===== config.mk =====
export PLATFORM = sky130hd
export DESIGN_NAME = alu_stim_seq_flat
export DESIGN_NICKNAME = d
export VERILOG_FILES = /design/src/rtl/alu_stim_pkg.sv /design/src/rtl/alu_stim_seq_if.sv /design/src/rtl/alu_dwell_cnt.sv /design/src/rtl/alu_stim_seq.sv /design/src/flat_wrapper.sv
export SDC_FILE = /design/constraint.sdc
export NUM_CORES = 1
export LEC_CHECK = 0
export BUFFER_PORTS_ARGS = -buffer_cell sky130_fd_sc_hd__buf_2
export CAP_MARGIN = 15
export CORE_MARGIN = 1
export CORE_UTILIZATION = 46
export DETAILED_ROUTE_END_ITERATION = 16
export GPL_ROUTABILITY_DRIVEN = 0
export GPL_TIMING_DRIVEN = 0
export PLACE_DENSITY_LB_ADDON = 0.3
export SYNTH_ARGS = -nofsm -noshare
export SYNTH_HDL_FRONTEND = slang
export SYNTH_SLANG_ARGS = --single-unit
export TNS_END_PERCENT = 50

===== constraint.sdc =====
create_clock -name clk -period 1.7 [get_ports clk]
set_clock_uncertainty 0.15 [all_clocks]
set_input_delay 0.17 -clock clk [delete_from_list [all_inputs] [get_ports clk]]
set_output_delay 0.17 -clock clk [all_outputs]
set_load 0.02 [all_outputs]

===== src/rtl/alu_stim_pkg.sv =====
// Shared encodings and defaults for the ALU operand/command sequencer.
package alu_stim_pkg;

  localparam int FUNC_W    = 4;
  localparam int DWELL_DEF = 4;

  localparam logic [3:0] ST_IDLE  = 4'd0;
  localparam logic [3:0] ST_SET_A = 4'd1;
  localparam logic [3:0] ST_LD_A  = 4'd2;
  localparam logic [3:0] ST_SET_B = 4'd3;
  localparam logic [3:0] ST_LD_B  = 4'd4;
  localparam logic [3:0] ST_SET_F = 4'd5;
  localparam logic [3:0] ST_LD_R  = 4'd6;
  localparam logic [3:0] ST_CAPT  = 4'd7;
  localparam logic [3:0] ST_RSP   = 4'd8;
  localparam logic [3:0] ST_DONE  = 4'd9;

  typedef enum logic [3:0] {
    S_IDLE  = ST_IDLE,
    S_SET_A = ST_SET_A,
    S_LD_A  = ST_LD_A,
    S_SET_B = ST_SET_B,
    S_LD_B  = ST_LD_B,
    S_SET_F = ST_SET_F,
    S_LD_R  = ST_LD_R,
    S_CAPT  = ST_CAPT,
    S_RSP   = ST_RSP,
    S_DONE  = ST_DONE
  } state_e;

  // States that hold the bus stable for a full dwell period
  function automatic logic is_dwell(input state_e s);
    return (s == S_SET_A) || (s == S_SET_B) || (s == S_SET_F) || (s == S_CAPT);
  endfunction

endpackage


===== src/rtl/alu_stim_seq_if.sv =====
// ALU register-load bus plus valid/ready response channel.
interface alu_stim_seq_if #(parameter int WIDTH = 4);
  import alu_stim_pkg::*;

  logic [WIDTH-1:0]  data_out;
  logic              ld_a;
  logic              ld_b;
  logic              ld_r;
  logic [FUNC_W-1:0] func_sel;
  logic [WIDTH:0]    result_in;
  logic              rsp_valid;
  logic              rsp_ready;
  logic [FUNC_W-1:0] rsp_func;
  logic [WIDTH:0]    rsp_data;

  modport master (
    output data_out, ld_a, ld_b, ld_r, func_sel, rsp_valid, rsp_func, rsp_data,
    input  result_in, rsp_ready
  );

  modport slave (
    input  data_out, ld_a, ld_b, ld_r, func_sel, rsp_valid, rsp_func, rsp_data,
    output result_in, rsp_ready
  );

endinterface


===== src/rtl/alu_dwell_cnt.sv =====
// Loadable down-counter; tc is high once DWELL cycles have elapsed since load.
module alu_dwell_cnt #(
  parameter int DWELL = 4
) (
  input  logic clk,
  input  logic rst,
  input  logic load,
  input  logic en,
  output logic tc
);

  localparam int CW = $clog2(DWELL + 1);

  logic [CW-1:0] cnt_q, cnt_d;

  always_comb begin
    cnt_d = cnt_q;
    if (load) begin
      cnt_d = CW'(DWELL - 1);
    end else if (en && (cnt_q != '0)) begin
      cnt_d = cnt_q - 1'b1;
    end
  end

  always_ff @(posedge clk or negedge rst) begin
    if (!rst) cnt_q <= '0;
    else      cnt_q <= cnt_d;
  end

  assign tc = (cnt_q == '0);

endmodule


===== src/rtl/alu_stim_seq.sv =====
// Drives A/B/func and load strobes into an ALU, sweeping every func code and returning
// each result over valid/ready. Optional ALU_STIM_AUTOINC_EN: endless sweeps with A/B stepping.
module alu_stim_seq
  import alu_stim_pkg::*;
#(
  parameter int WIDTH    = 4,
  parameter int NUM_FUNC = 16,
  parameter int DWELL    = DWELL_DEF
) (
  input  logic             clk,
  input  logic             rst,
  input  logic             start,
  input  logic [WIDTH-1:0] a_seed,
  input  logic [WIDTH-1:0] b_seed,
  output logic             busy,
  output logic             done,
  alu_stim_seq_if.master   bus
);

  localparam logic [FUNC_W-1:0] LAST_FUNC = FUNC_W'(NUM_FUNC - 1);

  state_e            state_q, state_d;
  logic [WIDTH-1:0]  a_q, a_d, b_q, b_d, data_q, data_d;
  logic [FUNC_W-1:0] func_q, func_d, rsp_func_q, rsp_func_d;
  logic [WIDTH:0]    rsp_dat_q, rsp_dat_d;
  logic              rsp_vld_q, rsp_vld_d;
  logic              cnt_load, cnt_en, cnt_tc;

  alu_dwell_cnt #(.DWELL(DWELL)) u_dwell (
    .clk  (clk),
    .rst  (rst),
    .load (cnt_load),
    .en   (cnt_en),
    .tc   (cnt_tc)
  );

  always_comb begin
    state_d    = state_q;
    a_d        = a_q;
    b_d        = b_q;
    data_d     = data_q;
    func_d     = func_q;
    rsp_func_d = rsp_func_q;
    rsp_dat_d  = rsp_dat_q;
    rsp_vld_d  = rsp_vld_q;
    case (state_q)
      S_IDLE: if (start) begin
        a_d     = a_seed;
        b_d     = b_seed;
        data_d  = a_seed;
        func_d  = '0;
        state_d = S_SET_A;
      end
      S_SET_A: if (cnt_tc) state_d = S_LD_A;
      S_LD_A: begin
        data_d  = b_q;
        state_d = S_SET_B;
      end
      S_SET_B: if (cnt_tc) state_d = S_LD_B;
      S_LD_B:  state_d = S_SET_F;
      S_SET_F: if (cnt_tc) state_d = S_LD_R;
      S_LD_R:  state_d = S_CAPT;
      S_CAPT: if (cnt_tc) begin
        rsp_dat_d  = bus.result_in;
        rsp_func_d = func_q;
        rsp_vld_d  = 1'b1;
        state_d    = S_RSP;
      end
      S_RSP: if (bus.rsp_ready) begin
        rsp_vld_d = 1'b0;
        if (func_q == LAST_FUNC) begin
`ifdef ALU_STIM_AUTOINC_EN
          a_d     = a_q + 1'b1;
          if (&a_q) b_d = b_q + 1'b1;
          data_d  = a_q + 1'b1;
          func_d  = '0;
          state_d = S_SET_A;
`else
          state_d = S_DONE;
`endif
        end else begin
          func_d  = func_q + 1'b1;
          state_d = S_SET_F;
        end
      end
      // Sweep restarts only after start has been seen low
      S_DONE: if (!start) state_d = S_IDLE;
      default: state_d = S_IDLE;
    endcase
  end

  assign cnt_load = is_dwell(state_d) && (state_d != state_q);
  assign cnt_en   = is_dwell(state_q);

  always_ff @(posedge clk or negedge rst) begin
    if (!rst) begin
      state_q    <= S_IDLE;
      a_q        <= '0;
      b_q        <= '0;
      data_q     <= '0;
      func_q     <= '0;
      rsp_func_q <= '0;
      rsp_dat_q  <= '0;
      rsp_vld_q  <= 1'b0;
    end else begin
      state_q    <= state_d;
      a_q        <= a_d;
      b_q        <= b_d;
      data_q     <= data_d;
      func_q     <= func_d;
      rsp_func_q <= rsp_func_d;
      rsp_dat_q  <= rsp_dat_d;
      rsp_vld_q  <= rsp_vld_d;
    end
  end

  assign bus.data_out  = data_q;
  assign bus.func_sel  = func_q;
  assign bus.ld_a      = (state_q == S_LD_A);
  assign bus.ld_b      = (state_q == S_LD_B);
  assign bus.ld_r      = (state_q == S_LD_R);
  assign bus.rsp_valid = rsp_vld_q;
  assign bus.rsp_func  = rsp_func_q;
  assign bus.rsp_data  = rsp_dat_q;
  assign busy          = (state_q != S_IDLE) && (state_q != S_DONE);
  assign done          = (state_q == S_DONE);

endmodule


===== src/flat_wrapper.sv =====
// flat-port wrapper written by rule: the top's interface ports become plain ports
module alu_stim_seq_flat import alu_stim_pkg::*;
#(
  parameter int WIDTH    = 4,
  parameter int NUM_FUNC = 16,
  parameter int DWELL    = DWELL_DEF
)
  (clk, rst, start, a_seed, b_seed, busy, done, bus_data_out, bus_ld_a, bus_ld_b, bus_ld_r, bus_func_sel, bus_rsp_valid, bus_rsp_func, bus_rsp_data, bus_result_in, bus_rsp_ready);
  alu_stim_seq_if #(.WIDTH(WIDTH)) bus_i ();
  input  logic clk;
  input  logic rst;
  input  logic start;
  input  logic [WIDTH-1:0] a_seed;
  input  logic [WIDTH-1:0] b_seed;
  output logic busy;
  output logic done;
  output wire logic [$bits(bus_i.data_out)-1:0] bus_data_out;
  output wire logic [$bits(bus_i.ld_a)-1:0] bus_ld_a;
  output wire logic [$bits(bus_i.ld_b)-1:0] bus_ld_b;
  output wire logic [$bits(bus_i.ld_r)-1:0] bus_ld_r;
  output wire logic [$bits(bus_i.func_sel)-1:0] bus_func_sel;
  output wire logic [$bits(bus_i.rsp_valid)-1:0] bus_rsp_valid;
  output wire logic [$bits(bus_i.rsp_func)-1:0] bus_rsp_func;
  output wire logic [$bits(bus_i.rsp_data)-1:0] bus_rsp_data;
  input wire logic [$bits(bus_i.result_in)-1:0] bus_result_in;
  input wire logic [$bits(bus_i.rsp_ready)-1:0] bus_rsp_ready;
  assign bus_data_out = bus_i.data_out;
  assign bus_ld_a = bus_i.ld_a;
  assign bus_ld_b = bus_i.ld_b;
  assign bus_ld_r = bus_i.ld_r;
  assign bus_func_sel = bus_i.func_sel;
  assign bus_rsp_valid = bus_i.rsp_valid;
  assign bus_rsp_func = bus_i.rsp_func;
  assign bus_rsp_data = bus_i.rsp_data;
  assign bus_i.result_in = bus_result_in;
  assign bus_i.rsp_ready = bus_rsp_ready;
  alu_stim_seq #(.WIDTH(WIDTH), .NUM_FUNC(NUM_FUNC), .DWELL(DWELL)) u_core (.clk(clk), .rst(rst), .start(start), .a_seed(a_seed), .b_seed(b_seed), .busy(busy), .done(done), .bus(bus_i));
endmodule

=== After elaboration in Yosys (flattened, before gate mapping) ===
Index checks and enable logic that the tools add are counted.

* Memories: 0
* Memory bits (read-only): 0
* Bits in latches: 0
* Bits in writable memories: 0
* Output and inout bits: 23
* Bits of input ports: 17
* Register bits: 29
* Word-level logic and storage cells: 72

* Add/sub/neg operators: 2
* Magnitude comparators: 0
* $mul: 0
* Bitwise operators: 0
* Eq/ne operators: 20
* Muxes and demuxes: 20
* Shifts and indexed selects: 0
* Reduce and logical (&&, ||, !) cells: 22
* Divide/modulo/power cells: 0

{| class="wikitable"
|+ Operator list
! operator !! count
|-
| 2-to-1 mux 4 bit || 12
|-
| one-hot mux 4 bit (10 select lines) || 1
|-
| == test 4 x 3 -> 1 bit, second input constant || 6
|-
| one-hot mux 4 bit (2 select lines) || 2
|-
| == test 4 x 2 -> 1 bit, second input constant || 3
|-
| == test 4 bit, second input constant || 3
|-
| == test 4 x 1 -> 1 bit, second input constant || 2
|-
| nonzero test 2 bit || 4
|-
| logical OR 1 bit || 6
|-
| 2-to-1 mux 3 bit || 2
|-
| inequality test 2 bit, second input constant || 3
|-
| AND reduction 2 bit || 3
|-
| adder 4 x 1 -> 4 bit, second input constant || 1
|-
| logical NOT 4 bit || 1
|-
| inequality test 4 bit || 1
|-
| inequality test 4 bit, second input constant || 1
|-
| AND reduction 4 bit || 1
|-
| nonzero test 4 bit || 1
|-
| logical AND 1 bit || 3
|-
| logical NOT 3 bit || 1
|-
| AND reduction 3 bit || 1
|-
| nonzero test 3 bit || 1
|-
| subtractor 3 x 1 -> 3 bit, second input constant || 1
|-
| 2-to-1 mux 1 bit || 2
|-
| other kinds (2) || 2
|}

=== Longest topological paths before layout ===
Gate-level depths: netlist (run 1).

* Word-level depth: 10
* Gate-level depth with buffers: 7
* Mapped depth without buffers: 6

=== Modules after synthesis ===
A second synthesis (run 1) with hierarchy kept.

* Cells, all modules: 133
* Area, all modules: 1422.6 um2

{| class="wikitable"
|+ Modules (own cells, without submodules)
! module !! cells an instance !! instances !! sequential area each (um2) !! area an instance (um2)
|-
| alu_stim_seq || 116 || 1 || 650.6 || 1239.9
|-
| alu_dwell_cnt || 17 || 1 || 75.1 || 182.7
|}

=== Least setup slack after synthesis (run 1) ===
No wires, ideal clock.

* Path type: register to register
* Start: register u_core.state_q[0]
* End: register u_core.data_q[0], in the netlist u_core.bus.data_out[0]
* Path slack: -0.135 ns
* Setup time: 0.164 ns
* Clock period less this slack: 1.835 ns
* Cell stages (with the launch flop): 4
* Buffers on the path: 1
* Data required time: 1.386 ns
* Arrival: 1.520 ns
* Cells stage by stage: dfrtp_1 > buf_2 > nor4b_2 > o21ai_0

* Word-level cells in the longest chain between the ends: 3
* Elaborated cells between the ends (all ways): 6
* Those cells by class: eq/ne (2); mux (1); reduce/logical (3)

{| class="wikitable"
|+ RTL lines
! what !! line !! text
|-
| start: declaration || alu_stim_seq.sv:22 || <nowiki>state_e state_q, state_d;</nowiki>
|-
| start signal: assignment || alu_stim_seq.sv:106 || <nowiki>state_q <= state_d;</nowiki>
|-
| == test 4 x 2 -> 1 bit * || n/a ||
|-
| net bus_ld_a || flat_wrapper.sv:18 || <nowiki>output wire logic [$bits(bus_i.ld_a)-1:0] bus_ld_a;</nowiki>
|-
| nonzero test 2 bit (no line) || n/a ||
|-
| AND reduction 2 bit (no line) || n/a ||
|-
| end signal: assignment || alu_stim_seq.sv:109 || <nowiki>data_q <= data_d;</nowiki>
|-
| end: declaration || alu_stim_seq.sv:23 || <nowiki>logic [WIDTH-1:0] a_q, a_d, b_q, b_d, data_q, data_d;</nowiki>
|}

Mark *: on every way through the listed nets, which the timed path passes. The rest lies on a longest branch.
A chain may end at the register's enable or synchronous reset.

=== Final worst setup path (run 1) ===
* Start: register u_core.state_q[0]
* End: output port bus_ld_b

* Word-level cells in the longest chain between the ends: 1

{| class="wikitable"
|+ RTL lines
! what !! line !! text
|-
| == test 4 x 3 -> 1 bit || alu_stim_seq.sv:120 || <nowiki>assign bus.ld_b = (state_q == S_LD_B);</nowiki>
|-
| end: declaration || flat_wrapper.sv:19 || <nowiki>output wire logic [$bits(bus_i.ld_b)-1:0] bus_ld_b;</nowiki>
|}

Every way passes these cells.

==> results of run 1 <==
==> routing by layer <==
| layer | GRT usage [%] | vias up | share of wire, % |
|---|---|---|---|
| li1 | - | 625 | - |
| met1 | 29.7 | 606 | 43 |
| met2 | 37.8 | 44 | 51 |
| met3 | 7.81 | 4 | 4.7 |
| met4 | 5.78 | 0 | 1.0 |
| met5 | 0 | - | 0 |
==> where the power goes <==
| group | switching (W) | leakage, nW | total, W | internal, W |
|---|---|---|---|---|
| clock | 0.000217 | 0.0314 | 0.000412 | 0.000195 |
| sequential | 0.000134 | 0.367 | 0.00106 | 0.000925 |
| combinational | 0.000804 | 0.681 | 0.00160 | 0.000793 |
==> per-stage QoR <==
stage / instance area (µm²) / worst slack, ps
2_1_floorplan: 1470 / -118
3_3_place_gp: 1710 / -239
3_5_place_dp: 1710 / -263
4_1_cts: 2120 / -118
5_1_grt: 2170 / -228
6_report: 2170 / -125
==> worst reg2reg max path, stage by stage (launching register included) <==
cell and delay (ps):
dfrtp_1 380, buf_6 120, or3b_4 410, o32a_1 200
a211o_1 290, a32oi_1 160
==> kinds of logic (layout without fill, tap and decap cells) <==
family,after synthesis,in the layout,share of synthesized area [%]
AO/OA/AOI/OAI,20,20,9.29
XOR/XNOR,3,3,1.82
adder cells (fa/ha/maj),3,3,2.60
buffers and inverters,12,95,4.25
flip-flops,29,29,50.3
multiplexers,19,19,14.3
AND/OR/NAND/NOR,43,43,17.4
==> registers in the layout, indices dropped and copies added (netlist names) <==
name / count
u_core.bus.func_sel: 4
u_core.bus.rsp_data: 5
u_core.b_q: 4
u_core.bus.rsp_valid: 1
u_core.bus.data_out: 4
u_core.bus.rsp_func: 4
u_core.state_q: 4
u_core.u_dwell.cnt_q: 3
==> how the worst max path moves through the flow <==
stage,end,slack [ps]
after global placement,u_core.bus.func_sel[3],-240
after floorplan,u_core.bus.func_sel[3],-120
final,bus_ld_b,-130
after global routing,bus_ld_b,-230
after CTS,done,-120
after detailed placement,u_core.bus.func_sel[3],-260
==> layout make-up <==
type	instances	share of cell area [%]
Clock buffer	7	2.54
Tap cell	31	1.79
Timing Repair Buffer	76	23.8
Inverter	5	0.865
Multi-Input combinational cell	88	34.6
Buffer	7	2.94
Sequential cell	29	33.4
==> cells in the final DEF (no fill, tap or decap), types with 3 or more instances in the layout <==
master | synthesis | layout
o21ai_0 | 9 | 7
buf_4 | 1 | 28
mux2_2 | 13 | 5
mux2i_1 | 6 | 6
inv_1 | 5 | 3
xor2_1 | 3 | 3
buf_2 | 4 | 36
nor2_1 | 7 | 5
nand2_1 | 12 | 11
nand3_1 | 7 | 5
o21ai_1 | 1 | 3
buf_6 | 1 | 5
clkbuf_4 | 0 | 5
dlygate4sd3_1 | 0 | 13
mux2_4 | 0 | 8
dfrtp_1 | 29 | 29
==> repair_timing <==
item	4_1_cts	5_1_grt
pin swaps	15	4
buffers inserted	19	4
gates cloned	1	0
hold endpoints to repair	41	0
gates resized for setup	24	7
endpoints found under the setup margin	19	30
hold buffers	13	0
==> implementation parameters, run 1 <==
Parameter                              Value

Global route
  Global route overflow    0
  Via count of the first global-routing pass    approximately 1,300
  Wire length of the first global-routing pass    roughly 5.8 mm
  Overall fraction of global-route tracks in use    a little under a quarter
  Initial antenna violation count    0
  Largest net degree at the start of global routing    30

Timing
  Period utilisation layout    107%
  Count of final max-slew check failures    0
  Tightest Pin Transition    approximately 640 ps
  Setup violators final    25
  Clock period minus worst slack    around 1800 ps
  Maximum clock frequency    548 MHz
  Post-Route Setup TNS    -1070 ps
  Rel. slew slack    between 50% and 60%
  Final hold slack    10.1 ps
  Worst-case setup margin in the final layout    -125 ps
  Setup repair after global routing missed its margin    yes
  Final hold vios    0

Critical path
  Kind of end point of the critical path    output port
  FF-to-FF path depth    5
  Total number of cells along the worst setup path    5
  Buffering stage count on the worst path with inverters included    2
  Crit path arrival time    roughly 1500 ps
  Critical path fanouts, max    3
  Launch point of the critical path    u_core.state_q[0]
  Slowest stage cell, crit path    dfrtp_1
  End of the worst register-to-register path    u_core.u_dwell.cnt_q[1]
  Type of the worst setup path    flip-flop to output port
  Critical path data required time    approximately 1400 ps
  Critical R2R Launch    u_core.state_q[1]
  Cell repeated most along the worst path    nor2_1
  Kind of launch point of the worst setup path    flip-flop
  Critical-path cell list    buf_4 > nor2_1 > nand2_1 > nor2_1 > buf_2
  Crit-path max cell delay    approximately 400 ps
  Worst setup slack for register-to-register paths    -100 ps
  Category of cells accounting for the largest share of critical-path delay    simple AND/OR/NAND/NOR gates

Floorplanning
  Overall die area    between 3000 and 4000 µm²
  Die span in y    approximately 58 µm
  IO Pins    40
  Starting utilization of the core area    about half
  Area of the core    about 2900 µm²
  DIE WIDTH    58.0 µm
  Site Rows    19

Placed design
  Input/output buffers    39
  Placed cell count    199
  Placed wire-length estimate    slightly above 2 mm

Finish
  Area of combinational cells with multiple inputs    between 700 and 800 µm²
  Footprint of the flip-flops and latches    ~730 µm²
  Share of the core filled with cells    between 70% and 80%
  Fin nets    ~230
  Layout area overhead    50.6%
  Antenna cells    0
  Final-layout fill cell count    approximately 190
  Fraction of final layout cells with drive strength greater than 1    between 40 and 50%
  Number of non-filler instances in the completed layout    approximately 240

Hold path
  Worst Hold Launch    a_seed[1]
  Cell depth of the worst hold path    3
  Class of the worst hold path    input port to flip-flop
  Hold endpoint    u_core.bus.data_out[1]

Logic synthesis
  Synthesized flop and latch total    29
  Top-count cell post-synth    dfrtp_1
  Post-Syn Area per Cell    around 11 µm²
  Count of unique library cells instantiated by Yosys    36
  Yosys synthesis warning count    0
  Share of the yosys chip area belonging to registers    ~50%
  Netlist area before placement    1440 µm²
  Fraction of post-synthesis cell area in the top cell type by area    between 50% and 60%
  Synth area leader    dfrtp_1
  Commonest cells in the netlist    dfrtp_1 (29), mux2_2 (13), nand2_1 (12)
  Fraction of registers with async set/reset    100%
  Mapped Cells    around 130
  Leading cell types by total area after synthesis    dfrtp_1 (50%), mux2_2 (10%), mux2i_1 (4.2%)
  Synth Net Count    roughly 150
  Main synth FF type    dfrtp_1
  Number of synthesized flops with an enable pin    0

Clocking
  TritonCTS clock tree    done
  Root cell of the clock tree    clkbuf_4
  Maximum clock insertion buffer count    2
  Clock Sinks    29
  Clock Pin Slew Worst Setup and Hold Paths    ~80 ps
  Clock insertion delay at the later pin of the skew report    roughly 320 ps
  H-tree lvl count    2
  TritonCTS buffer count    5

Detailed routing
  Detailed-route wire length    about 3.5 mm
  Post-DR wirelength/cell    around 14 µm
  First-pass iteration count of the detailed router    10
  DRC violation count after routing    3
  Drt via density    5.26
  Count of vias placed by the detailed router    ~1,300
  Residual antenna-violating net count after detailed routing    0
  DRT iter0 DRCs    42

Pwr
  Worst IR drop on VDD    roughly 0.85 mV
  Leakage Power    around 1.1 nW
  Power per standard cell area    1410 nW/µm²
  Post-layout power    roughly 0.0031 W

Run
  # Max-Cap Violations    0

Run status
  Violated checks    DRC, setup timing
  Run status    complete, but fails checks
Note: power is estimated with default switching activity, not from simulation.
==> run 2: changes to the inputs <==
--- a/config.mk
+++ b/config.mk
@@ -12,7 +12,8 @@
 export DETAILED_ROUTE_END_ITERATION = 16
 export GPL_ROUTABILITY_DRIVEN = 0
 export GPL_TIMING_DRIVEN = 0
-export PLACE_DENSITY_LB_ADDON = 0.3
+export MAX_ROUTING_LAYER = met4
+export PLACE_DENSITY = 0.77
 export SYNTH_ARGS = -nofsm -noshare
 export SYNTH_HDL_FRONTEND = slang
 export SYNTH_SLANG_ARGS = --single-unit
==> run 2 against run 1 <==
Compared with the run above:
- the flow finishes with violations (DRC, hold timing, setup timing)
- register-to-register slack got worse by 100 ps
- combinational power rose by 2%
- sequential power rose by 5%
- clock-buffer cell count fell by 2
- clock power fell by 11%
- global-route usage rose by 1.7 points
- sequential share of layout area rose by 0.58 points
- total power rose by 1.7%
- first-iteration DRC count rose by 55%
- fmax fell by 4.0%
- routed wire length rose by 21%
==> implementation parameters, run 2 (synthesized netlist as in run 1, its figures left out) <==
Parameter                              Value

Timing
  Count of final max-slew check failures    0
  Final hold vios    1
  Rel. slew slack    57.2%
  Clock period minus worst slack    1900 ps
  Post-Route Setup TNS    -1180 ps
  Worst-case setup margin in the final layout    -201 ps
  Period utilisation layout    112%
  Final hold slack    -5.14 ps
  Setup violators final    16
  Maximum clock frequency    approximately 530 MHz
  Tightest Pin Transition    around 640 ps
  Setup repair after global routing missed its margin    yes

Critical path
  Worst setup slack for register-to-register paths    -200 ps
  Critical path fanouts, max    7
  Critical path data required time    ~1800 ps
  Crit path arrival time    a little under 2000 ps
  Slowest stage cell, crit path    or3b_4
  Kind of launch point of the worst setup path    flip-flop
  Kind of end point of the critical path    flip-flop
  Timing endpoint of the critical path    u_core.u_dwell.cnt_q[1]
  Total number of cells along the worst setup path    5
  Critical R2R Launch    u_core.state_q[3]
  Launch point of the critical path    u_core.state_q[3]
  Type of the worst setup path    flip-flop to flip-flop
  Buffering stage count on the worst path with inverters included    1
  Critical-path cell list    buf_6 > or3b_4 > o32a_1 > a211o_1 > a32oi_1
  End of the worst register-to-register path    u_core.u_dwell.cnt_q[1]
  Crit-path max cell delay    430 ps
  FF-to-FF path depth    5
  Category of cells accounting for the largest share of critical-path delay    compound AO/OA/AOI/OAI gates

Floorplanning
  Site Rows    19
  Overall die area    between 3000 and 4000 µm²
  Area of the core    approximately 2900 µm²
  IO Pins    40
  Starting utilization of the core area    about half
  Die span in y    between 50 and 60 µm
  DIE WIDTH    approximately 58 µm

Pwr
  Leakage Power    1.05 nW
  Worst IR drop on VDD    0.790 mV
  Power per standard cell area    around 1500 nW/µm²
  Post-layout power    0.00312 W

Global route
  Overall fraction of global-route tracks in use    24.8%
  Initial antenna violation count    0
  Wire length of the first global-routing pass    approximately 6 mm
  Via count of the first global-routing pass    around 1,300
  Largest net degree at the start of global routing    30
  Global route overflow    0

Clocking
  Clock Sinks    29
  Root cell of the clock tree    clkbuf_4
  Maximum clock insertion buffer count    2
  TritonCTS clock tree    done
  H-tree lvl count    2
  Clock Pin Slew Worst Setup and Hold Paths    roughly 80 ps
  Clock insertion delay at the later pin of the skew report    320 ps
  TritonCTS buffer count    5

Detailed routing
  Detailed-route wire length    4.21 mm
  Drt via density    around 5.8
  DRC violation count after routing    2
  Post-DR wirelength/cell    about 18 µm
  Count of vias placed by the detailed router    ~1,400
  First-pass iteration count of the detailed router    12
  Residual antenna-violating net count after detailed routing    0
  DRT iter0 DRCs    65

Finish
  Number of non-filler instances in the completed layout    237
  Leading cell type in the layout, fill and taps excluded    buf_2
  Share of the core filled with cells    between 70% and 80%
  Antenna cells    0
  Fin nets    between 200 and 250
  Fraction of final layout cells with drive strength greater than 1    between 50% and 60%
  Commonest non-fill, non-tap cells in the layout    buf_2 (37), dfrtp_1 (26), buf_4 (22)
  Flip-flop count of the largest register after layout    5
  Layout area overhead    48.8%
  Final-layout fill cell count    203

Placed design
  Worst-case setup slack after placement    -300 ps
  Placed wire-length estimate    roughly 2.3 mm
  Input/output buffers    39
  Placed cell count    199

Run
  # Max-Cap Violations    0

Run status
  Run status    complete, but fails checks
  Violated checks    DRC, hold timing, setup timing

Hold path
  Class of the worst hold path    input port to flip-flop
-- run 2: changes by cell type in the layout (fill, tap and decap cells not counted), moves of 2 or more --
cell / change
o21ai_0: -2
buf_4: -6
dfrtp_2: +3
o21ai_1: +2
buf_6: +2
dlygate4sd3_1: -3
dfrtp_1: -3
-- run 2: power breakdown --
group          leakage [nW]  switching (W)  internal, W
logic                 0.663       0.000864     0.000780
clock network        0.0269       0.000223     0.000143
registers             0.364       0.000178     0.000931
-- run 2: what timing repair did --
action | 4_1_cts | 5_1_grt
cloned | 1 | 1
hold buffers | 10 | 0
buffers inserted | 14 | 7
endpoints found under the hold margin | 38 | 0
pin swaps | 11 | 7
setup endpoints to repair | 26 | 28
resized for setup | 27 | 13
-- run 2: metrics by stage --
stage	hold WS, ps	area (µm²)
floorplan	-276	1470
global placement	70.1	1710
detailed placement	80.1	1710
CTS	23.7	2050
global route	30.1	2140
finish	-5.14	2140
-- run 2: worst min path at each step --
stage               cells after the start                     end  slack, ps  startpoint
CTS                                     3  u_core.bus.data_out[3]         20   a_seed[3]
global placement                        1       u_core.state_q[1]         70         rst
detailed placement                      1       u_core.state_q[1]         80         rst
global route                            3  u_core.bus.data_out[0]         30   a_seed[0]
floorplan                               0           u_core.b_q[0]       -280         rst
finish                                  3  u_core.bus.data_out[0]         -5   a_seed[0]
-- run 2: worst register-to-register path: stages (launching register included) --
cell,delay [ps]
dfrtp_1,370
buf_6,150
or3b_4,430
o32a_1,210
a211o_1,320
a32oi_1,190
-- run 2: area by class of cell --
| type | count | area, µm² | area share, % |
|---|---|---|---|
| buffer | 6 | 56.3 | 2.63 |
| clock buffer | 5 | 37.5 | 1.75 |
| clock inverter | 1 | 5.00 | 0.233 |
| inverter | 5 | 18.8 | 0.875 |
| multi-input combinational | 88 | 762 | 35.5 |
| sequential | 29 | 729 | 34.0 |
| tap | 31 | 38.8 | 1.81 |
| timing repair buffer | 72 | 497 | 23.2 |
-- run 2: routing by layer --
layer	global-route usage (%)	share of wire, %
met5	-	0
met1	27.9	38
met2	42.2	53
met3	6.25	5.9
met4	9.52	2.6
==> run 3: changes to the inputs <==
--- a/config.mk
+++ b/config.mk
@@ -7,7 +7,6 @@
 export LEC_CHECK = 0
 export BUFFER_PORTS_ARGS = -buffer_cell sky130_fd_sc_hd__buf_2
 export CAP_MARGIN = 15
-export CORE_MARGIN = 1
 export CORE_UTILIZATION = 46
 export DETAILED_ROUTE_END_ITERATION = 16
 export GPL_ROUTABILITY_DRIVEN = 0
==> constraint.sdc (replaced) <==
create_clock -name clk -period 1.7 [get_ports clk]
set_clock_uncertainty 0.15 [all_clocks]
set_input_delay 0.51 -clock clk [delete_from_list [all_inputs] [get_ports clk]]
set_output_delay 0.51 -clock clk [all_outputs]
set_load 0.02 [all_outputs]
==> run 3 against run 2 <==
Compared with the run above:
- the run ends with DRC, setup timing left
- largest power group unchanged
- critical path depth is 1 lower
- total power is 0.94% lower
- worst hold slack better by 59 ps
- core utilization is 2.4 points lower
- sequential power is 4% lower
==> implementation parameters, run 3 (synthesized netlist as in run 1, its figures left out) <==
Parameter                              Value

Run status
  Run status    complete, but fails checks
  Violated checks    DRC, setup timing

Placed design
  Placed wire-length estimate    2.10 mm
  Input/output buffers    39

Pwr
  Leakage Power    1.05 nW
  Net switching power    roughly 0.0012 W
  Power share of the combinational group    52.2%
  Power per standard cell area    1490 nW/µm²
  Worst IR drop on VDD    between 0.8 and 0.9 mV
  Internal power    0.00192 W
  Post-layout power    just over 0.003 W
  Sw Share    between 30% and 40%
  Share of total power in the clock network    between 10% and 20%
  Sequential Power Share    between 30% and 40%

Finish
  Footprint of the flip-flops and latches    about 730 µm²
  Fraction of final layout cells with drive strength greater than 1    52.5%
  Final-layout fill cell count    193
  Flip-flop count of the largest register after layout    5
  Share of the core filled with cells    around 73%
  Commonest non-fill, non-tap cells in the layout    buf_2 (36), dfrtp_1 (29), buf_4 (25)
  Layout area overhead    44.1%
  Leading cell type in the layout, fill and taps excluded    buf_2
  Antenna cells    0
  Area of combinational cells with multiple inputs    ~760 µm²
  Fin nets    220

Global route
  Largest net degree at the start of global routing    30
  Via count of the first global-routing pass    around 1,200
  Overall fraction of global-route tracks in use    21.5%
  Wire length of the first global-routing pass    around 5.3 mm
  Initial antenna violation count    0
  Global route overflow    0

Timing
  Count of final max-slew check failures    0
  Clock period minus worst slack    roughly 2100 ps
  Tightest Pin Transition    roughly 650 ps
  Rel. slew slack    56.8%
  Worst-case setup margin in the final layout    -437 ps
  Setup violators final    24
  Period utilisation layout    126%
  Final hold slack    about 54 ps
  Maximum clock frequency    ~470 MHz
  Setup repair after global routing missed its margin    yes
  Final hold vios    0

Critical path
  Critical R2R Launch    u_core.state_q[2]
  Kind of end point of the critical path    output port
  Critical path data required time    about 1000 ps
  Launch point of the critical path    u_core.state_q[1]
  Kind of launch point of the worst setup path    flip-flop
  Crit path arrival time    about 1500 ps
  Critical path fanouts, max    4
  Type of the worst setup path    flip-flop to output port
  Worst setup slack for register-to-register paths    -260 ps
  End of the worst register-to-register path    u_core.bus.func_sel[2]
  FF-to-FF path depth    8

Clocking
  TritonCTS buffer count    5
  TritonCTS clock tree    done
  Clock Sinks    29
  Root cell of the clock tree    clkbuf_4
  Post-CTS Hold Buffers    0
  Maximum clock insertion buffer count    2
  Clock insertion delay at the later pin of the skew report    between 300 and 400 ps
  H-tree lvl count    2
  Clock Pin Slew Worst Setup and Hold Paths    about 80 ps

Floorplanning
  Starting utilization of the core area    roughly 51%
  Die span in y    58.0 µm
  Site Rows    19
  DIE WIDTH    58.0 µm
  Area of the core    around 2900 µm²
  Overall die area    between 3000 and 4000 µm²
  IO Pins    40

Detailed routing
  DRT iter0 DRCs    42
  First-pass iteration count of the detailed router    10
  Post-DR wirelength/cell    15.0 µm
  Drt via density    5.34
  DRC violation count after routing    1
  Residual antenna-violating net count after detailed routing    0
  Count of vias placed by the detailed router    1,234
  Detailed-route wire length    3.47 mm

Hold path
  Class of the worst hold path    input port to asynchronous set/reset pin

Run
  # Max-Cap Violations    0
==> run 3: cell types whose count changed in the layout (fill, tap and decap cells not counted), sizes merged <==
cell	delta
clkinv	-1
buf	+3
dlygate4sd3	-10
clkbuf	+2
==> run 3: final cells by class <==
type / instances / share of cell area, %
plain buffers: 7 / 3.25
clock buffers: 7 / 2.65
inverters: 5 / 0.904
multi-input cells: 88 / 36.4
flip-flops and latches: 29 / 34.9
well taps: 31 / 1.87
repair buffers: 64 / 19.9
==> run 3: power by group through the flow <==
stage / registers (W) / logic [W] / clock network [W]
floorplan: 0.00118 / 0.000790 / 0
global route: 0.00110 / 0.00176 / 0.000448
finish: 0.00107 / 0.00161 / 0.000408
CTS: 0.00106 / 0.00135 / 0.000429
global placement: 0.00106 / 0.00118 / 0
detailed placement: 0.00108 / 0.00123 / 0
==> run 3: through the flow <==
step                      setup slack, ps  area [µm²]  cells  setup TNS, ps
after detailed placement             -284        1720    199          -3350
final                                -437        2080    231          -5380
after global placement               -242        1720    199          -2440
after floorplan                      -119        1490    129           -822
after CTS                            -441        1870    214          -4120
after global routing                 -499        2080    231          -7460
==> run 3: what timing repair did <==
| action | in CTS | in global routing |
|---|---|---|
| gates resized for setup | 10 | 22 |
| setup buffers | 8 | 16 |
| cloned | 0 | 1 |
| setup endpoints to repair | 28 | 30 |
| pin swaps | 12 | 7 |
==> run 3: worst max-delay path by stage <==
stage                                        end  slack (ps)
after floorplan           u_core.bus.func_sel[3]        -120
after global placement                  bus_ld_a        -240
after detailed placement  u_core.bus.func_sel[3]        -280
after CTS                                   done        -440
after global routing                        done        -500
final                                       done        -440
==> run 3: critical path, stage by stage (launching register included) <==
cell     delay [ps]
dfrtp_1         390
buf_6           120
or3b_4          410
nor2_4          120
buf_6           120
==> run 3: routing by layer <==
metal  GRT usage [%]  part of all wire (%)  vias up
met4            4.42                   2.2        0
met5               -                     0        -
met1            26.8                    43      600
li1                -                     -      598
met2            34.5                    51       28
met3            6.92                   3.9        8
